<file path="src/rtl/dtw_score_collector.sv">
// rtl/dtw_score_collector.sv - collects the minimum DTW cost and its position over one scoring pass
module dtw_score_collector #(
   parameter int WIDTH = 18,
   parameter int IDXW  = 16
) (
   input  logic             clk,
   input  logic             rst,
   input  logic             start,
   input  logic [IDXW-1:0]  ref_len,
   input  logic [WIDTH-1:0] threshold,
   input  logic             in_valid,
   input  logic [WIDTH-1:0] in_cost,
   output logic             busy,
   output logic             res_valid,
   input  logic             res_ready,
   output logic [WIDTH-1:0] res_score,
   output logic [IDXW-1:0]  res_index,
   output logic             res_hit
);

   typedef enum logic [1:0] {IDLE, RUN, DONE} state_t;

   localparam logic [WIDTH-1:0] COST_MAX = '1;
   localparam logic [IDXW-1:0]  IDX_ONE  = {{(IDXW-1){1'b0}}, 1'b1};

   state_t           state;
   logic [IDXW-1:0]  cnt;
   logic [IDXW-1:0]  len_q;
   logic [WIDTH-1:0] thr_q;
   logic [WIDTH-1:0] best;
   logic [IDXW-1:0]  best_idx;

   logic             better;
   logic             last;
   logic [WIDTH-1:0] next_best;
   logic [IDXW-1:0]  next_idx;

   // Strict compare keeps the earliest position on equal costs.
   assign better    = in_cost < best;
   assign next_best = better ? in_cost : best;
   assign next_idx  = better ? cnt : best_idx;
   assign last      = (cnt == (len_q - IDX_ONE));

   always_ff @(posedge clk) begin
      if (rst) begin
         state     <= IDLE;
         cnt       <= '0;
         len_q     <= '0;
         thr_q     <= '0;
         best      <= '0;
         best_idx  <= '0;
         busy      <= 1'b0;
         res_valid <= 1'b0;
         res_score <= '0;
         res_index <= '0;
         res_hit   <= 1'b0;
      end else begin
         case (state)
            IDLE: begin
               if (start) begin
                  len_q    <= ref_len;
                  thr_q    <= threshold;
                  cnt      <= '0;
                  best     <= COST_MAX;
                  best_idx <= '0;
                  busy     <= 1'b1;
                  if (ref_len == '0) begin
                     // Empty pass reports the "no match" sentinel immediately.
                     state     <= DONE;
                     res_valid <= 1'b1;
                     res_score <= COST_MAX;
                     res_index <= '0;
                     res_hit   <= (COST_MAX <= threshold);
                  end else begin
                     state <= RUN;
                  end
               end
            end
            RUN: begin
               if (in_valid) begin
                  cnt      <= cnt + IDX_ONE;
                  best     <= next_best;
                  best_idx <= next_idx;
                  if (last) begin
                     state     <= DONE;
                     res_valid <= 1'b1;
                     res_score <= next_best;
                     res_index <= next_idx;
                     res_hit   <= (next_best <= thr_q);
                  end
               end
            end
            DONE: begin
               if (res_ready) begin
                  state     <= IDLE;
                  res_valid <= 1'b0;
                  busy      <= 1'b0;
               end
            end
            default: begin
               state     <= IDLE;
               res_valid <= 1'b0;
               busy      <= 1'b0;
            end
         endcase
      end
   end

endmodule

</file>
<file path="config.mk">
export PLATFORM = sky130hd
export DESIGN_NAME = dtw_score_collector
export DESIGN_NICKNAME = d
export VERILOG_FILES = /design/src/rtl/dtw_score_collector.sv
export SDC_FILE = /design/constraint.sdc
export NUM_CORES = 1
export LEC_CHECK = 0
export BUFFER_PORTS_ARGS = -buffer_cell sky130_fd_sc_hd__buf_2
export CAP_MARGIN = 10
export CORE_ASPECT_RATIO = 1.1
export CORE_MARGIN = 2
export CORE_UTILIZATION = 52
export CTS_CLUSTER_SIZE = 12
export DETAILED_ROUTE_END_ITERATION = 16
export GPL_TIMING_DRIVEN = 1
export PLACE_DENSITY = 0.74
export SLEW_MARGIN = 20
export SYNTH_ARGS = -nofsm -noshare
export SYNTH_HDL_FRONTEND = slang
export SYNTH_SLANG_ARGS = --single-unit
</file>
<file path="constraint.sdc">
create_clock -name clk -period 3.8 [get_ports clk]
set_clock_uncertainty 0.2 [all_clocks]
set_input_delay 0.19 -clock clk [delete_from_list [all_inputs] [get_ports clk]]
set_output_delay 0.19 -clock clk [all_outputs]
set_load 0.01 [all_outputs]
</file>
======== Yosys cells after proc, flatten, opt, wreduce, memory -nomap -nowiden ========
Index checks and enable logic that the tools add are counted.
word-level totals
  flip-flop bits (word level) ............. 123
  bits of input ports ..................... 57
  output and inout port bits .............. 37
  logic and storage cells ................. 73
cells by class
  add/subtract/negate cells ............... 2
  magnitude comparators ................... 3
  equal/unequal tests ..................... 8
  muxes and demuxes ....................... 39
  bitwise logic cells ..................... 1
  reduce and logical (&&, ||, !) cells .... 9
operator list
  operator                 count
  $mux W16                 8
  $mux W18                 7
  $pmux W16 S2             3
  $pmux W18 S2             2
  $le A18 B18 Y1           1
  $le A18 B18 Y1 const A   1
  $lt A18 B18 Y1           1
  $add A16 B1 Y16 const B  1
  $eq A16 B16 Y1           1
  $logic_not A16 Y1        1
  $sub A16 B1 Y16 const B  1
  $mux W1                  10
  $mux W2                  5
  $ne A2 B2 Y1 const B     5
  $reduce_and A5 Y1        2
  $pmux W1 S3              2
  $pmux W2 S3              1
  $reduce_and A3 Y1        2
  $reduce_and A4 Y1        1
  $eq A2 B1 Y1 const B     1
  $eq A2 B2 Y1 const B     1
  $logic_not A2 Y1         1
  $pmux W1 S2              1
  $reduce_and A2 Y1        1
  2 further kinds          2

======== Longest topological paths before layout ========
  word-level depth ........................ 6
  gate-level depth with buffers ........... 18
  mapped depth without buffers ............ 17

======== Least setup slack after synthesis ========
OpenSTA, ideal clock, no wires.
  path kind ............................... register to register
  start ................................... register best[2]
  end ..................................... register res_hit
  setup time .............................. 125 ps
  arrival time ............................ 3301 ps
  path slack .............................. 174 ps
  stages on the path, launching flop included .. 19
  clock period less this slack ............ 3626 ps
  cell sequence ........................... dfxtp_1 inv_1 ha_1 a21o_1 a31oi_1 o31ai_1 o21a_1 o21ai_1 buf_1 mux2i_1 inv_1 ha_1 and4_1 nand3_1 nor2_1 a221oi_1 a21oi_1 a31oi_1 o32ai_1
on the way
  word-level cells in the longest chain between the ends .. 6
ends and longest elaborated chain
  what                    line  RTL
  from (decl)             30    logic [WIDTH-1:0] best;
  from (signal assigned)  82    best <= next_best;
  $lt A18 B18 Y1          39    assign better = in_cost < best;
  $mux W18 (*)            40    assign next_best = better ? in_cost : best;
  $le A18 B18 Y1 (*)      89    res_hit <= (next_best <= thr_q);
  $mux W1 (*)             84    if (last) begin
  $mux W1 (*)             80    if (in_valid) begin
  $pmux W1 S2 (*)         58    case (state)
  to (signal assigned)    73    res_hit <= (COST_MAX <= threshold);
  to (signal assigned)    89
  to (decl)               18    output logic res_hit
Mark *: on every way between the ends. The rest lies on a longest branch, timed or not. The select of a mux whose other input is x is not followed.
A chain may end at the register's enable or synchronous reset.

======== Worst setup path after layout ========
  start ................................... register best[16]
  end ..................................... register res_hit
Same word-level chain as after synthesis.

==> reports/results.ini <==
[outcome]
status = finished, violations left
violations = hold timing

[power_and_ir_drop]
p_leak_nw = 3.52
clkPwrFrac_pct = 46.1
ir_drop_v = 0.000350
p_switching_mw = 1.01
power.total_mw = 3.84
p_comb_share_pct = 18.2
sw_frac_of_total_pct = 26.4
power.density_nw_per_um2 = 463
seqPwrFrac_pct = 35.8
power.internal_mw = 2.82

[cells_and_area]
multi_input_area_sq_um = 3620
nFillCells = 963
regArea_sq_um = 2470
stdcell_area_sq_um = 8280
drive_gt1_share_pct = 19.6
antenna_cells = 0
layout.nets = 975
areaGrowthSynthToFinish_pct = 27.7

[worst_setup_path]
cp_top_family = compound AO/OA/AOI/OAI gates
crit_type = flip-flop to flip-flop
arrival_ns = 3.76
crit_path_frequent_cell = inv_1
cp_slowest_cell = a2111oi_4
start_kind = flip-flop
cp_num_buf_inv = 3
end_kind = flip-flop
crit_required_ns = 3.87
crit_chain = inv_1 -> ha_4 -> a2111oi_4 -> o211ai_1 -> o21ai_4 -> buf_12 -> mux2i_4 -> inv_1 -> ha_1 -> and4_1 -> nand3_1 -> nor2_1 -> a221oi_1 -> a21oi_1 -> a31oi_1 -> o32ai_1
slowest_delay_ns = 0.35
crit_fanout = 7

[min_path]
min_path_type = input port to flip-flop

[synthesis]
synth_top_area_share_pct = 38.0
ys_seq_elements = 123
synth_xor_area_share_pct = 4.05
synth-seq-area-share_pct = 38.0
ys_types = 55
ys_warn_count = 0
synthAdderAreaFrac_pct = 7.14
synth_common_cells = dfxtp_1, nand2_1, inv_1, a21oi_1, clkbuf_1
async_reset_ff_share_pct = 0
synth_nets = 855
yosys.area.top_type = dfxtp_1
synth.most_common_cell = dfxtp_1
syn_avg_cell_area_sq_um = 8.52
yosys.area_share.simple_pct = 16.5
synth_ff_type = dfxtp_1
synth_edf_count = 0
syn_inst = 761
syn-cell-area_sq_um = 6480
synth_top_family_by_area = compound AO/OA/AOI/OAI gates
synth_compound_area_share_pct = 21.0
ys_top_cells_by_area = dfxtp_1, ha_1, mux2i_1
yosys-mux-area-fraction_pct = 5.25

[detailed_routing]
totalWireLength_mm = 18.7
first_iter_violations = 471
wl_per_cell_um = 17.8
post-route-drc-count = 0
routed_via_density = 5.92
num_vias = 6206
drt-pass1-iter-count = 5
ant_nets = 0

[timing]
holdWs_ns = -0.000297
finalHoldViolations = 1
timing.fmax_mhz = 271
period_minus_slack_ns = 3.69
max_slew_margin_pct = 34.2
max_slew.worst_pin.slew_ns = 0.987
setup_viol = 0
setup_tns_ns = 0
report.final.slew_viol_count = 0
min_period_over_period_pct = 97.2

[global_routing]
antenna_found_initial = 0
grt_pass1_wl_mm = 29.9
grt_pass1_vias = 6232
grt_usage_pct = 27.6
overflow = 0
grt_max_degree = 50

[cts]
cts_htree_levels = 4
cts_inserted_buffers = 17
cts_max_path_buffers = 2
tritoncts = yes
clk_latency_ns = 0.42
clock-sinks = 123
clk_pin_slew_ns = 0.06
root_buffer = clkbuf_16

[die]
die_y_um = 121
io_pins = 94
start_util_pct = 53.6
dieArea_sq_um = 13400
die_w_um = 110
rows = 42
core-area_sq_um = 12100

[placed_design]
place_hpwl_mm = 12.5
place.gp.congestion = 0.946
place_area_sq_um = 7080
port_buffers = 93

[job]
drv_cap = 0

repair_timing:
action                                  4_1_cts  5_1_grt
resized for setup                             0       23
hold buffers                                 37        1
setup buffers                                 0        4
hold endpoints to repair                     38        1
endpoints found under the setup margin        0        1
area by class of cell:
class	instances	share of cell area (%)
inverters	81	3.67
flip-flops and latches	123	29.8
clock inverters	12	2.34
repair buffers	154	12.7
clock buffers	20	5.39
multi-input cells	504	43.8
well taps	154	2.33
flip-flops by register name, summed over array words and instances (netlist names):
name	flops
res_score	18
best	18
len_q	16
state	2
res_index	16
res_hit	1
res_valid	1
cnt	16
thr_q	18
busy	1
best_idx	16
worst paths after layout:
path	endpoint	cells past startpoint	slack (ns)	startpoint
setup / recovery	res_hit$_SDFFE_PP0P_	16	0.11	best[16]$_SDFFE_PP0P_
hold / removal	best[0]$_SDFFE_PP0P_	3	-0.0003	in_cost[0]
setup reg to reg	res_hit$_SDFFE_PP0P_	16	0.11	best[16]$_SDFFE_PP0P_
hold reg to reg	thr_q[6]$_SDFFE_PP0P_	2	0.25	thr_q[6]$_SDFFE_PP0P_
routing by layer:
layer  vias up  track usage, %  routed length (um)
met4         0            10.6                 542
met2       197            52.0                9980
met1      2981            29.7                7330
met3        41            6.64                 814
met5         -               0                   0
li1       2987               -                   -
cells by family (layout without fill, tap and decap cells):
logic type                 count (synthesis)  count (layout)
and+or+nand+nor                          217             217
AOI/OAI and AO/OA                        186             186
buffers and inverters                    134             267
DFF                                      123             123
adders and majority gates                 37              37
muxes                                     34              34
xor gates and xnor gates                  30              30
stage by stage:
stage | std cells | util, % | setup WS (ns) | hold slack, ns
floorplan | 761 | - | 0.174 | 0.126
global placement | 973 | 58.5 | 0.190 | 0.243
detailed placement | 973 | 58.6 | 0.0537 | 0.247
CTS | 1042 | 66.9 | 0.0523 | 0.00215
global route | 1048 | 68.5 | -0.0152 | 0.0387
finish | 1048 | 68.5 | 0.108 | -0.000297
worst min-delay path, delay by kind of cell:
kind | cells | cell delay, ns
AOI/OAI and AO/OA | 1 | 0.21
buffers and inverters | 1 | 0.10
and+or+nand+nor | 1 | 0.05
power groups by stage:
stage | clock, mW | sequential (mW) | combinational (mW)
2_1_floorplan | 0 | 1.38 | 0.413
3_3_place_gp | 0 | 1.39 | 0.564
3_5_place_dp | 0 | 1.40 | 0.585
4_1_cts | 1.79 | 1.37 | 0.621
5_1_grt | 1.85 | 1.38 | 0.763
6_report | 1.77 | 1.37 | 0.697
placed cells by master, fill, tap and decap left out, types with 13 or more instances in the layout:
| master | n |
|---|---|
| dfxtp_1 | 120 |
| buf_2 | 93 |
| nand2_1 | 84 |
| inv_1 | 81 |
| a21oi_1 | 53 |
| dlygate4sd3_1 | 38 |
| a221oi_1 | 36 |
| nor2_1 | 36 |
| ha_1 | 34 |
| mux2i_1 | 25 |
| buf_4 | 20 |
| and3_1 | 19 |
| xnor2_1 | 18 |
| clkbuf_16 | 18 |
| a22o_1 | 17 |
| o41ai_1 | 17 |
| a41oi_1 | 16 |
| nand4_1 | 15 |
| nand3_1 | 13 |
No activity file was read; power rests on OpenSTA's default activity.
